File: config.mk
export PLATFORM = sky130hd
export DESIGN_NAME = led_frame_arbiter
export DESIGN_NICKNAME = d
export VERILOG_FILES = /design/src/rtl/led_frame_arbiter.sv
export SDC_FILE = /design/constraint.sdc
export NUM_CORES = 1
export LEC_CHECK = 0
export ABC_AREA = 1
export BUFFER_PORTS_ARGS = -buffer_cell sky130_fd_sc_hd__buf_4
export CAP_MARGIN = 20
export CORE_MARGIN = 4
export CORE_UTILIZATION = 30
export CTS_CLUSTER_SIZE = 25
export DETAILED_ROUTE_END_ITERATION = 6
export PLACE_DENSITY = 0.63
export SYNTH_ARGS = -nofsm -noshare
export SYNTH_HDL_FRONTEND = slang
export SYNTH_SLANG_ARGS = --single-unit
File: constraint.sdc
create_clock -name sys_clk -period 2 [get_ports sys_clk]
set_input_delay 0.3 -clock sys_clk [delete_from_list [all_inputs] [get_ports sys_clk]]
set_output_delay 0.3 -clock sys_clk [all_outputs]
set_load 0.02 [all_outputs]
File: src/rtl/led_frame_arbiter.sv
// Arbitrates the WS2812 panel among roll, snake and gesture frame sources, snapshots one
// index vector per frame and enforces the latch gap. Optional LED_ARB_ROUND_ROBIN_EN selects round-robin.
module led_frame_arbiter #(
   parameter int unsigned CLK_FREQ    = 50_000_000,
   parameter int unsigned RESET_US    = 300,
   parameter int unsigned FRAME_W     = 48,
   parameter int unsigned HOLD_FRAMES = 4
) (
   input  logic               sys_clk,
   input  logic               sys_rst_n,
   input  logic [2:0]         req,
   input  logic [FRAME_W-1:0] data0,
   input  logic [FRAME_W-1:0] data1,
   input  logic [FRAME_W-1:0] data2,
   input  logic               frame_done,
   output logic               frame_start,
   output logic [FRAME_W-1:0] frame_data,
   output logic [2:0]         grant,
   output logic               busy
);

   localparam int unsigned GAP_CYC = CLK_FREQ / 1_000_000 * RESET_US;
   localparam int unsigned GAP_W   = (GAP_CYC > 1) ? $clog2(GAP_CYC) : 1;
   localparam int unsigned HOLD_W  = 8;
   localparam logic [GAP_W-1:0]  GAP_LOAD = GAP_W'(GAP_CYC - 1);
   localparam logic [HOLD_W-1:0] HOLD_MAX = HOLD_W'(HOLD_FRAMES);

   typedef enum logic [1:0] {ST_IDLE, ST_SEND, ST_GAP} state_t;

   state_t             r_state, w_state_nxt;
   logic [2:0]         r_grant, w_grant_nxt;
   logic [FRAME_W-1:0] r_data, w_data_nxt;
   logic               r_start, w_start_nxt;
   logic               r_busy, w_busy_nxt;
   logic [HOLD_W-1:0]  r_hold, w_hold_nxt;
   logic [GAP_W-1:0]   r_gap, w_gap_nxt;

   logic [2:0]         w_fresh;
   logic               w_keep;
   logic [2:0]         w_arb_grant;
   logic [HOLD_W-1:0]  w_arb_hold;
   logic [FRAME_W-1:0] w_arb_data;
   logic               w_launch;

`ifdef LED_ARB_ROUND_ROBIN_EN
   logic [1:0] r_ptr, w_ptr_nxt, w_fresh_idx;

   // Round-robin search starting just after the last fresh winner.
   always_comb begin
      logic [1:0] v_idx;
      w_fresh     = '0;
      w_fresh_idx = r_ptr;
      v_idx       = r_ptr;
      for (int k = 1; k <= 3; k++) begin
         v_idx = 2'((32'(r_ptr) + 32'(k)) % 3);
         if ((w_fresh == 3'b000) && req[v_idx]) begin
            w_fresh[v_idx] = 1'b1;
            w_fresh_idx    = v_idx;
         end
      end
   end

   always_ff @(posedge sys_clk or negedge sys_rst_n) begin
      if (!sys_rst_n) r_ptr <= 2'd2;
      else            r_ptr <= w_ptr_nxt;
   end

   always_comb begin
      w_ptr_nxt = r_ptr;
      if (w_launch && !w_keep) w_ptr_nxt = w_fresh_idx;
   end
`else
   always_comb begin
      w_fresh = 3'b000;
      if (req[2])      w_fresh = 3'b100;
      else if (req[1]) w_fresh = 3'b010;
      else if (req[0]) w_fresh = 3'b001;
   end
`endif

   // Hold rule: the current owner keeps the panel until it has had HOLD_FRAMES frames.
   always_comb begin
      w_keep      = (|(req & r_grant)) && (r_hold < HOLD_MAX);
      w_arb_grant = w_keep ? r_grant : w_fresh;
      w_arb_hold  = w_keep ? (r_hold + HOLD_W'(1)) : HOLD_W'(1);
      case (w_arb_grant)
         3'b001:  w_arb_data = data0;
         3'b010:  w_arb_data = data1;
         3'b100:  w_arb_data = data2;
         default: w_arb_data = '0;
      endcase
   end

   always_comb begin
      w_state_nxt = r_state;
      w_grant_nxt = r_grant;
      w_data_nxt  = r_data;
      w_start_nxt = 1'b0;
      w_busy_nxt  = r_busy;
      w_hold_nxt  = r_hold;
      w_gap_nxt   = r_gap;
      w_launch    = 1'b0;
      case (r_state)
         ST_IDLE: begin
            if (|req) w_launch = 1'b1;
         end
         ST_SEND: begin
            // A done pulse coinciding with our own start pulse is stale.
            if (frame_done && !r_start) begin
               w_state_nxt = ST_GAP;
               w_gap_nxt   = GAP_LOAD;
            end
         end
         ST_GAP: begin
            if (r_gap != '0) begin
               w_gap_nxt = r_gap - GAP_W'(1);
            end else if (|req) begin
               w_launch = 1'b1;
            end else begin
               w_state_nxt = ST_IDLE;
               w_grant_nxt = 3'b000;
               w_hold_nxt  = '0;
               w_busy_nxt  = 1'b0;
            end
         end
         default: w_state_nxt = ST_IDLE;
      endcase
      if (w_launch) begin
         w_state_nxt = ST_SEND;
         w_grant_nxt = w_arb_grant;
         w_data_nxt  = w_arb_data;
         w_hold_nxt  = w_arb_hold;
         w_start_nxt = 1'b1;
         w_busy_nxt  = 1'b1;
      end
   end

   always_ff @(posedge sys_clk or negedge sys_rst_n) begin
      if (!sys_rst_n) begin
         r_state <= ST_IDLE;
         r_grant <= '0;
         r_data  <= '0;
         r_start <= 1'b0;
         r_busy  <= 1'b0;
         r_hold  <= '0;
         r_gap   <= '0;
      end else begin
         r_state <= w_state_nxt;
         r_grant <= w_grant_nxt;
         r_data  <= w_data_nxt;
         r_start <= w_start_nxt;
         r_busy  <= w_busy_nxt;
         r_hold  <= w_hold_nxt;
         r_gap   <= w_gap_nxt;
      end
   end

   assign frame_start = r_start;
   assign frame_data  = r_data;
   assign grant       = r_grant;
   assign busy        = r_busy;

endmodule

After elaboration in Yosys (flattened, before gate mapping):

Cells that the tools add are included.

* flip-flop bits (word level): 77
* input bits: 150
* word-level logic and storage cells: 66

* $add $sub $neg: 2
* order comparisons: 1
* eq/ne operators: 13
* mux-type cells: 30
* bitwise logic cells: 1
* reductions and logical operators: 12

Operators by type and width (number)
* $pmux W48 S3: 1
* $mux W8: 5
* $mux W14: 2
* $pmux W14 S2: 1
* $mux W3: 6
* $reduce_bool A14 Y1: 1
* $sub A14 B1 Y14 const B: 1
* $mux W2: 5
* $ne A2 B2 Y1 const B: 5
* $ne A3 B3 Y1 const B: 3
* $add A8 B1 Y8 const B: 1
* $lt A8 B3 Y1 const B: 1
* $mux W1: 8
* $pmux W2 S3: 1
* $reduce_and A3 Y1: 2
* $reduce_or A3 Y1: 2
* $reduce_and A4 Y1: 1
* $reduce_bool A2 Y1: 2
* $and A3 B3 Y3: 1
* $eq A3 B1 Y1 const B: 1
* $eq A3 B2 Y1 const B: 1
* $eq A3 B3 Y1 const B: 1
* $eq A2 B1 Y1 const B: 1
* $eq A2 B2 Y1 const B: 1
* 4 further kinds: 5

Depth between registers and ports, before layout:

Gate-level depths: netlist of run 1.

* depth after elaboration: 6
* depth in mapped cells: 13
* mapped depth without buffers: 11

Least setup slack after synthesis of run 1:

No wires, ideal clock.

* path type: register to register
* from: register r_grant[2], in the netlist grant[2]
* to: register r_data[10], in the netlist frame_data[10]
* setup time: 116 ps
* arrival: 1561 ps
* required time: 1884 ps
* slack: 322 ps
* stages on the path, launching flop included: 12
* buffers on the path: 2
* period minus slack after synthesis: 1678 ps
* cell sequence: dfrtp_1 nand2_1 nand3_2 nand2_4 nand2_1 nand2_2 buf_4 buf_2 nand4_1 nand3_1 nand2_1 nand2_1

* word-level cells in the longest chain between the ends: 6
* elaborated cells on any way between the ends: 8
* classes of those cells: eq/ne: 3; mux: 2; bitwise: 1; reduce/logical: 2

Ends and longest elaborated chain
* from (decl): line 31 `logic [2:0] r_grant, w_grant_nxt;`
* from (signal assigned): line 149 `r_grant <= w_grant_nxt;`
* $and A3 B3 Y3: line 83 `w_keep = (|(req & r_grant)) && (r_hold < HOLD_MAX);`
* $reduce_or A3 Y1: line 83
* $logic_and A1 B1 Y1: line 83
* $mux W3 (*): line 84 `w_arb_grant = w_keep ? r_grant : w_fresh;`
* $eq A3 B3 Y1 (tied with other cells): line 86 `case (w_arb_grant)`
* $pmux W48 S3 (*): line 86
* to (signal assigned): line 150 `r_data <= w_data_nxt;`
* to (decl): line 32 `logic [FRAME_W-1:0] r_data, w_data_nxt;`

Every way passes the cells marked *; elsewhere a longest branch is shown, timed or not.
A chain may end at the register's enable or synchronous reset.

Worst setup path in the final report of run 1:

* from: register r_hold[3]
* to: register r_data[41], in the netlist frame_data[41]

* word-level cells in the longest chain between the ends: 5
* elaborated cells on any way between the ends: 7
* classes of those cells: order compare: 1; eq/ne: 3; mux: 2; reduce/logical: 1

Ends and longest elaborated chain
* from (decl): line 35 `logic [HOLD_W-1:0] r_hold, w_hold_nxt;`
* from (signal assigned): line 153 `r_hold <= w_hold_nxt;`
* $lt A8 B3 Y1 (*): line 83
* $logic_and A1 B1 Y1 (*): line 83
* $mux W3 (*): line 84
* $eq A3 B3 Y1 (tied with other cells): line 86
* $pmux W48 S3 (*): line 86

Marks and branches as above.

==> flow_metrics.py, run 1 <==
metrics = {
    "status": {
        "status": "complete, no violations",
    },
    "timing": {
        "period_share_pct": 93.0,
        "drv_slew": 0,
        "fin_crit_ns": 1.86,
        "slew_headroom_pct": 54.4,
        "rsz0062_at_grt": "no",
        "finalHoldViolCount": 0,
        "setup_slack_ns": 0.140,
        "setup_violations": 0,
        "tightest_slew_ns": 0.679,
        "clock.fmax_mhz": 538,
        "fin_tns_setup_ns": 0,
        "clock_skew_ns": 0.00908,
    },
    "critical_path": {
        "crit_top_cell": "nand2_1",
        "endpoint_kind": "register",
        "startpoint_type": "register",
        "cp_cell_sequence": "nor2_1 > nand2_1 > nor2_4 > nand2_4 > nand2_1 > nand2_4 > buf_12 > nand4_1 > nand3_1 > nand2_1 > nand2_1",
        "worstReg2RegEnd": "frame_data[41]$_DFFE_PN0P_",
        "endpoint": "frame_data[41]$_DFFE_PN0P_",
        "slowest_delay_ns": 0.38,
        "slowest_stage": "dfrtp_1",
        "crit_path_start": "r_hold[3]$_DFFE_PN0P_",
        "worst-path-max-fanout": 35,
        "worst-r2r-cell-count": 11,
        "crit_buf_inv": 1,
        "timing.rr.start": "r_hold[3]$_DFFE_PN0P_",
        "worstSetupPathDepth": 11,
        "path_class": "register to register",
        "critPathRequiredTime_ns": 2.23,
        "worstPathArrival_ns": 2.09,
        "critPathTopFamily": "simple AND/OR/NAND/NOR gates",
        "rrSetupSlack_ns": 0.14,
    },
    "clock_tree": {
        "insertion_delay_ns": 0.34,
        "clk_pin_slew_ns": 0.06,
        "post_cts_buffers": 0,
        "cts_tree": "built",
        "cts_buffers": 9,
        "cts_htree_levels": 3,
        "clock-root-buffer": "clkbuf_16",
        "cts.sinks": 77,
        "clock_path_buffers": 2,
    },
    "global_route": {
        "grt_pass1_vias": 5176,
        "antenna_found_initial": 0,
        "grt_pass1_wl_mm": 26.9,
        "grt_overflow_total": 0,
        "grt_use_total_pct": 18.8,
        "grt_start_max_net_pins": 49,
    },
    "synth": {
        "syn_nets": 799,
        "syn_area_per_cell_um2": 7.41,
        "ys_ff_latch": 77,
        "synth.cell_area_um2": 4790,
        "synth_cell_type_count": 31,
        "synth_edf_count": 0,
        "syn_inst": 646,
        "ys_seq_area_share_pct": 40.2,
        "synthArstFlopShare_pct": 100,
        "yosys_warnings": 0,
        "synthFlopType": "dfrtp_1",
    },
    "finish": {
        "final_cell_mix": "buf_4, nand2_1, nand4_1",
        "regArea_um2": 1930,
        "multi_input_area_um2": 2450,
        "final_common_cell": "buf_4",
        "final_util_pct": 45.3,
        "final_layout_size_suffix_gt1_share_pct": 31.6,
        "nets": 990,
        "diodes": 0,
        "area_growth_pct": 45.9,
        "final_cells": 1053,
        "n_fill_cell": 1554,
    },
    "routing": {
        "viasPerCell": 5.16,
        "post_drt_wl_per_cell_um": 16.3,
        "first_pass_iters": 5,
        "drc_errors": 0,
        "ant_nets": 0,
        "initialDrtViolationCount": 362,
        "vias": 5435,
        "totalWireLength_mm": 17.2,
    },
    "power_and_ir_drop": {
        "leakage_nw": 3.57,
        "cellPowerDensity_nw_per_um2": 1370,
        "peakVddDrop_v": 0.000702,
    },
    "die": {
        "die-area_um2": 18000,
        "core-area_um2": 15400,
        "fp.dieW_um": 134,
        "rows": 45,
        "die_y_um": 134,
        "io-pin-count": 203,
        "start_util_pct": 31.0,
    },
    "place": {
        "gp_congestion": 0.849,
        "place_ws_ns": 0.186,
        "portBuffers": 202,
        "dp_hpwl_mm": 12.7,
        "dp_cells": 1036,
    },
    "job": {
        "maxCapViolations": 0,
    },
    "worst_hold_path": {
        "hold_path_class": "primary input to register",
    },
}
==> synth_stat cells (2+ instances only) <==
| cell type | count | area (um^2) |
|---|---|---|
| nand3_1 | 63 | 315 |
| dfrtp_1 | 77 | 1930 |
| buf_4 | 13 | 97.6 |
| o21ai_0 | 16 | 80.1 |
| nor2_1 | 23 | 86.3 |
| ha_1 | 3 | 37.5 |
| buf_6 | 4 | 45.0 |
| xor2_1 | 5 | 43.8 |
| and2_1 | 3 | 18.8 |
| a21oi_1 | 2 | 10.0 |
| nand2_2 | 4 | 25.0 |
| nor3_1 | 7 | 35.0 |
| inv_1 | 26 | 97.6 |
| inv_2 | 2 | 7.51 |
| nand3b_1 | 2 | 15.0 |
| nand4_1 | 148 | 926 |
| nand2_1 | 197 | 739 |
| clkbuf_1 | 16 | 60.1 |
| buf_2 | 23 | 115 |
==> cell families (layout without fill, tap and decap cells) <==
family                   Yosys count  in the layout  synth area share, %
buffers and inverters             85            281                 8.94
adder cells (fa/ha/maj)            3              3                0.784
flip-flops                        77             77                 40.2
AND/OR/NAND/NOR                  452            452                 46.2
AO/OA/AOI/OAI                     24             24                 2.95
XOR/XNOR                           5              5                0.915
==> final cells by class <==
class / count / area share (%)
tap: 211 / 3.78
inverter: 29 / 1.58
clock buffer: 12 / 3.53
multi-input combinational: 484 / 35.1
timing repair buffer: 236 / 27.7
clock inverter: 4 / 0.681
sequential: 77 / 27.6
==> worst reg2reg max path, stage by stage (launching register included) <==
cell	delay, ns
dfrtp_1	0.38
nor2_1	0.10
nand2_1	0.09
nor2_4	0.17
nand2_4	0.12
nand2_1	0.12
nand2_4	0.17
buf_12	0.23
nand4_1	0.12
nand3_1	0.12
nand2_1	0.09
nand2_1	0.04
==> registers in the layout, summed over array words and instances (netlist names) <==
register	count
r_gap	14
r_hold	8
busy	1
grant	3
frame_data	48
frame_start	1
r_state	2
==> power breakdown <==
| part | leakage [nW] | internal, W | switching (W) |
|---|---|---|---|
| logic | 2.42 | 0.00207 | 0.00363 |
| clock network | 0.143 | 0.000997 | 0.000649 |
| registers | 1.00 | 0.00197 | 0.000290 |
==> timing repair <==
action                                 4_1_cts  5_1_grt
resized for setup                            0        1
endpoints found under the hold margin       29        0
setup endpoints to repair                    0       27
hold buffers                                 1        0
==> layer usage <==
layer | wire length, um | track usage [%] | up-vias
met3 | 1570 | 6.15 | 31
met2 | 8030 | 29.6 | 241
li1 | - | - | 2658
met4 | 495 | 7.69 | 0
met1 | 7110 | 23.7 | 2505
met5 | 0 | 0 | -
==> worst min path at each step <==
stage / from / to / cells past startpoint / slack, ns
after floorplan: sys_rst_n / busy$_DFFE_PN0P_ / 0 / 0.004
after global placement: sys_rst_n / frame_data[2]$_DFFE_PN0P_ / 1 / 0.29
after detailed placement: sys_rst_n / frame_data[0]$_DFFE_PN0P_ / 1 / 0.28
after CTS: data1[29] / frame_data[29]$_DFFE_PN0P_ / 5 / 0.30
after global routing: data2[38] / frame_data[38]$_DFFE_PN0P_ / 5 / 0.32
final: data2[38] / frame_data[38]$_DFFE_PN0P_ / 5 / 0.31
==> through the flow <==
step | cell area (um^2) | power, W | hold WS, ns
after floorplan | 4790 | 0.00584 | 0.00441
after global placement | 6680 | 0.00797 | 0.288
after detailed placement | 6680 | 0.00798 | 0.285
after CTS | 6980 | 0.00967 | 0.301
after global routing | 6990 | 0.0103 | 0.324
final | 6990 | 0.00960 | 0.308
(Power assumes the default switching activity.)
==> inputs of run 2 (changes only) <==
- BUFFER_PORTS_ARGS: -buffer_cell sky130_fd_sc_hd__buf_4 -> default
- DONT_BUFFER_PORTS: default -> 1
- PLACE_DENSITY: 0.63 -> 0.53
==> flow_metrics.py, run 2 (synthesis gave the netlist of run 1 again) <==
metrics = {
    "timing": {
        "whs_ns": -0.335,
        "fin_tns_setup_ns": 0,
        "slew_headroom_pct": 55.7,
        "rsz0062_at_grt": "yes",
        "drv_slew": 0,
        "period_share_pct": 92.7,
        "setup_violations": 0,
        "clock_skew_ns": 0.00598,
        "finalHoldViolCount": 77,
        "fin_crit_ns": 1.85,
        "tightest_slew_ns": 0.659,
        "clock.fmax_mhz": 540,
    },
    "finish": {
        "diodes": 0,
        "largest_register_ffs": 48,
        "final_cell_mix": "nand2_1, nand4_1, dfrtp_1",
        "nets": 779,
        "final_common_cell": "nand2_1",
        "regArea_um2": 1930,
        "final_cells": 840,
        "final_layout_size_suffix_gt1_share_pct": 8.90,
        "multi_input_area_um2": 2460,
        "n_fill_cell": 1658,
        "area_growth_pct": 12.2,
        "final_util_pct": 34.8,
    },
    "critical_path": {
        "slowest_stage": "dfrtp_1",
        "path_class": "register to register",
        "startpoint_type": "register",
        "crit_top_cell": "nand2_1",
        "endpoint_kind": "register",
        "cp_cell_sequence": "nor2_1 > nand2_1 > nor2_4 > nand2_4 > o21ai_4 > buf_6 > nand4_1 > nand3_1 > nand2_1 > nand2_1",
        "slowest_delay_ns": 0.39,
        "worstPathArrival_ns": 2.12,
        "critPathRequiredTime_ns": 2.27,
        "worst-path-max-fanout": 24,
    },
    "die": {
        "start_util_pct": 31.0,
        "core-area_um2": 15400,
        "die-area_um2": 18000,
        "fp.dieW_um": 134,
        "rows": 45,
        "die_y_um": 134,
        "io-pin-count": 203,
    },
    "clock_tree": {
        "cts_htree_levels": 3,
        "cts_tree": "built",
        "clock-root-buffer": "clkbuf_16",
        "clk_pin_slew_ns": 0.05,
        "clock_path_buffers": 2,
        "insertion_delay_ns": 0.33,
        "cts.sinks": 77,
        "cts_buffers": 9,
    },
    "global_route": {
        "grt_overflow_total": 0,
        "grt_start_max_net_pins": 98,
        "grt_pass1_wl_mm": 25.0,
        "grt_use_total_pct": 17.2,
        "grt_pass1_vias": 4554,
        "antenna_found_initial": 0,
    },
    "routing": {
        "totalWireLength_mm": 16.3,
        "vias": 4730,
        "post_drt_wl_per_cell_um": 19.5,
        "drc_errors": 0,
        "first_pass_iters": 5,
        "ant_nets": 0,
        "viasPerCell": 5.63,
        "initialDrtViolationCount": 404,
    },
    "power_and_ir_drop": {
        "leakage_nw": 2.52,
        "cellPowerDensity_nw_per_um2": 1640,
        "power.total_w": 0.00883,
        "peakVddDrop_v": 0.000796,
    },
    "status": {
        "violations": "hold timing",
        "status": "complete, but fails checks",
    },
    "place": {
        "dp_hpwl_mm": 11.1,
        "dp_cells": 822,
        "portBuffers": 0,
        "gp_congestion": 0.897,
    },
    "job": {
        "maxCapViolations": 0,
    },
    "worst_hold_path": {
        "hold_path_class": "primary input to asynchronous set/reset pin",
    },
}
run 2: cell count changes in the layout (fill, tap and decap cells not counted), moves of 2 or more:
cell       previous run  this run
buf_4               222        13
buf_12               13         7
buf_6                 0         2
clkbuf_16             9        11
run 2: what timing repair did:
item                                   in CTS  in global routing
resized for setup                           0                  9
setup buffers                               0                  1
setup endpoints to repair                   0                 34
endpoints found under the hold margin      77                 77
run 2: per-layer routing:
layer  vias up  wire, um  GRT usage (%)
li1       2230         -              -
met1      2260      6830           21.5
met2       206      7750           27.7
met3        34      1370           5.59
met4         0       386           6.39
met5         -         0              0
run 2: area by class of cell:
class                           count  share of cell area [%]
Tap cell                          211                    4.92
Timing Repair Buffer               25                    6.29
Clock inverter                      2                   0.186
Multi-Input combinational cell    484                    45.9
Sequential cell                    77                    35.9
Clock buffer                       12                    4.78
Inverter                           29                    2.05
run 2: final timing paths:
path | end | from | depth (start not counted) | slack [ns]
worst max-delay path | frame_data[45]$_DFFE_PN0P_ | r_hold[2]$_DFFE_PN0P_ | 10 | 0.15
worst min-delay path | frame_data[45]$_DFFE_PN0P_ | sys_rst_n | 0 | -0.33
worst max register to register | frame_data[45]$_DFFE_PN0P_ | r_hold[2]$_DFFE_PN0P_ | 10 | 0.15
worst min register to register | r_hold[5]$_DFFE_PN0P_ | r_hold[5]$_DFFE_PN0P_ | 1 | 0.49
max in group asynchronous | frame_data[38]$_DFFE_PN0P_ | sys_rst_n | 0 | 2.21
min in group sys_clk | frame_data[26]$_DFFE_PN0P_ | data0[26] | 4 | 0.23
run 2: power breakdown:
part	leakage, nW	switching [W]	total, W	internal [W]
Sequential	1.00	0.000642	0.00261	0.00197
Clock	0.134	0.000584	0.00147	0.000889
Combinational	1.38	0.00326	0.00475	0.00149
Total	2.52	0.00449	0.00883	0.00434
run 2: through the flow:
step           setup WS, ns  cell area (um^2)
2_1_floorplan         0.322              4790
3_3_place_gp          0.182              5010
3_5_place_dp          0.145              5010
4_1_cts               0.138              5280
5_1_grt            -0.00869              5370
6_report              0.147              5370
run 2: critical path, delay by kind of cell, from the launching register on:
kind | cells | cell delay, ns
flops | 1 | 0.39
buf+inv | 1 | 0.30
compound gates | 1 | 0.28
simple gates | 8 | 0.81
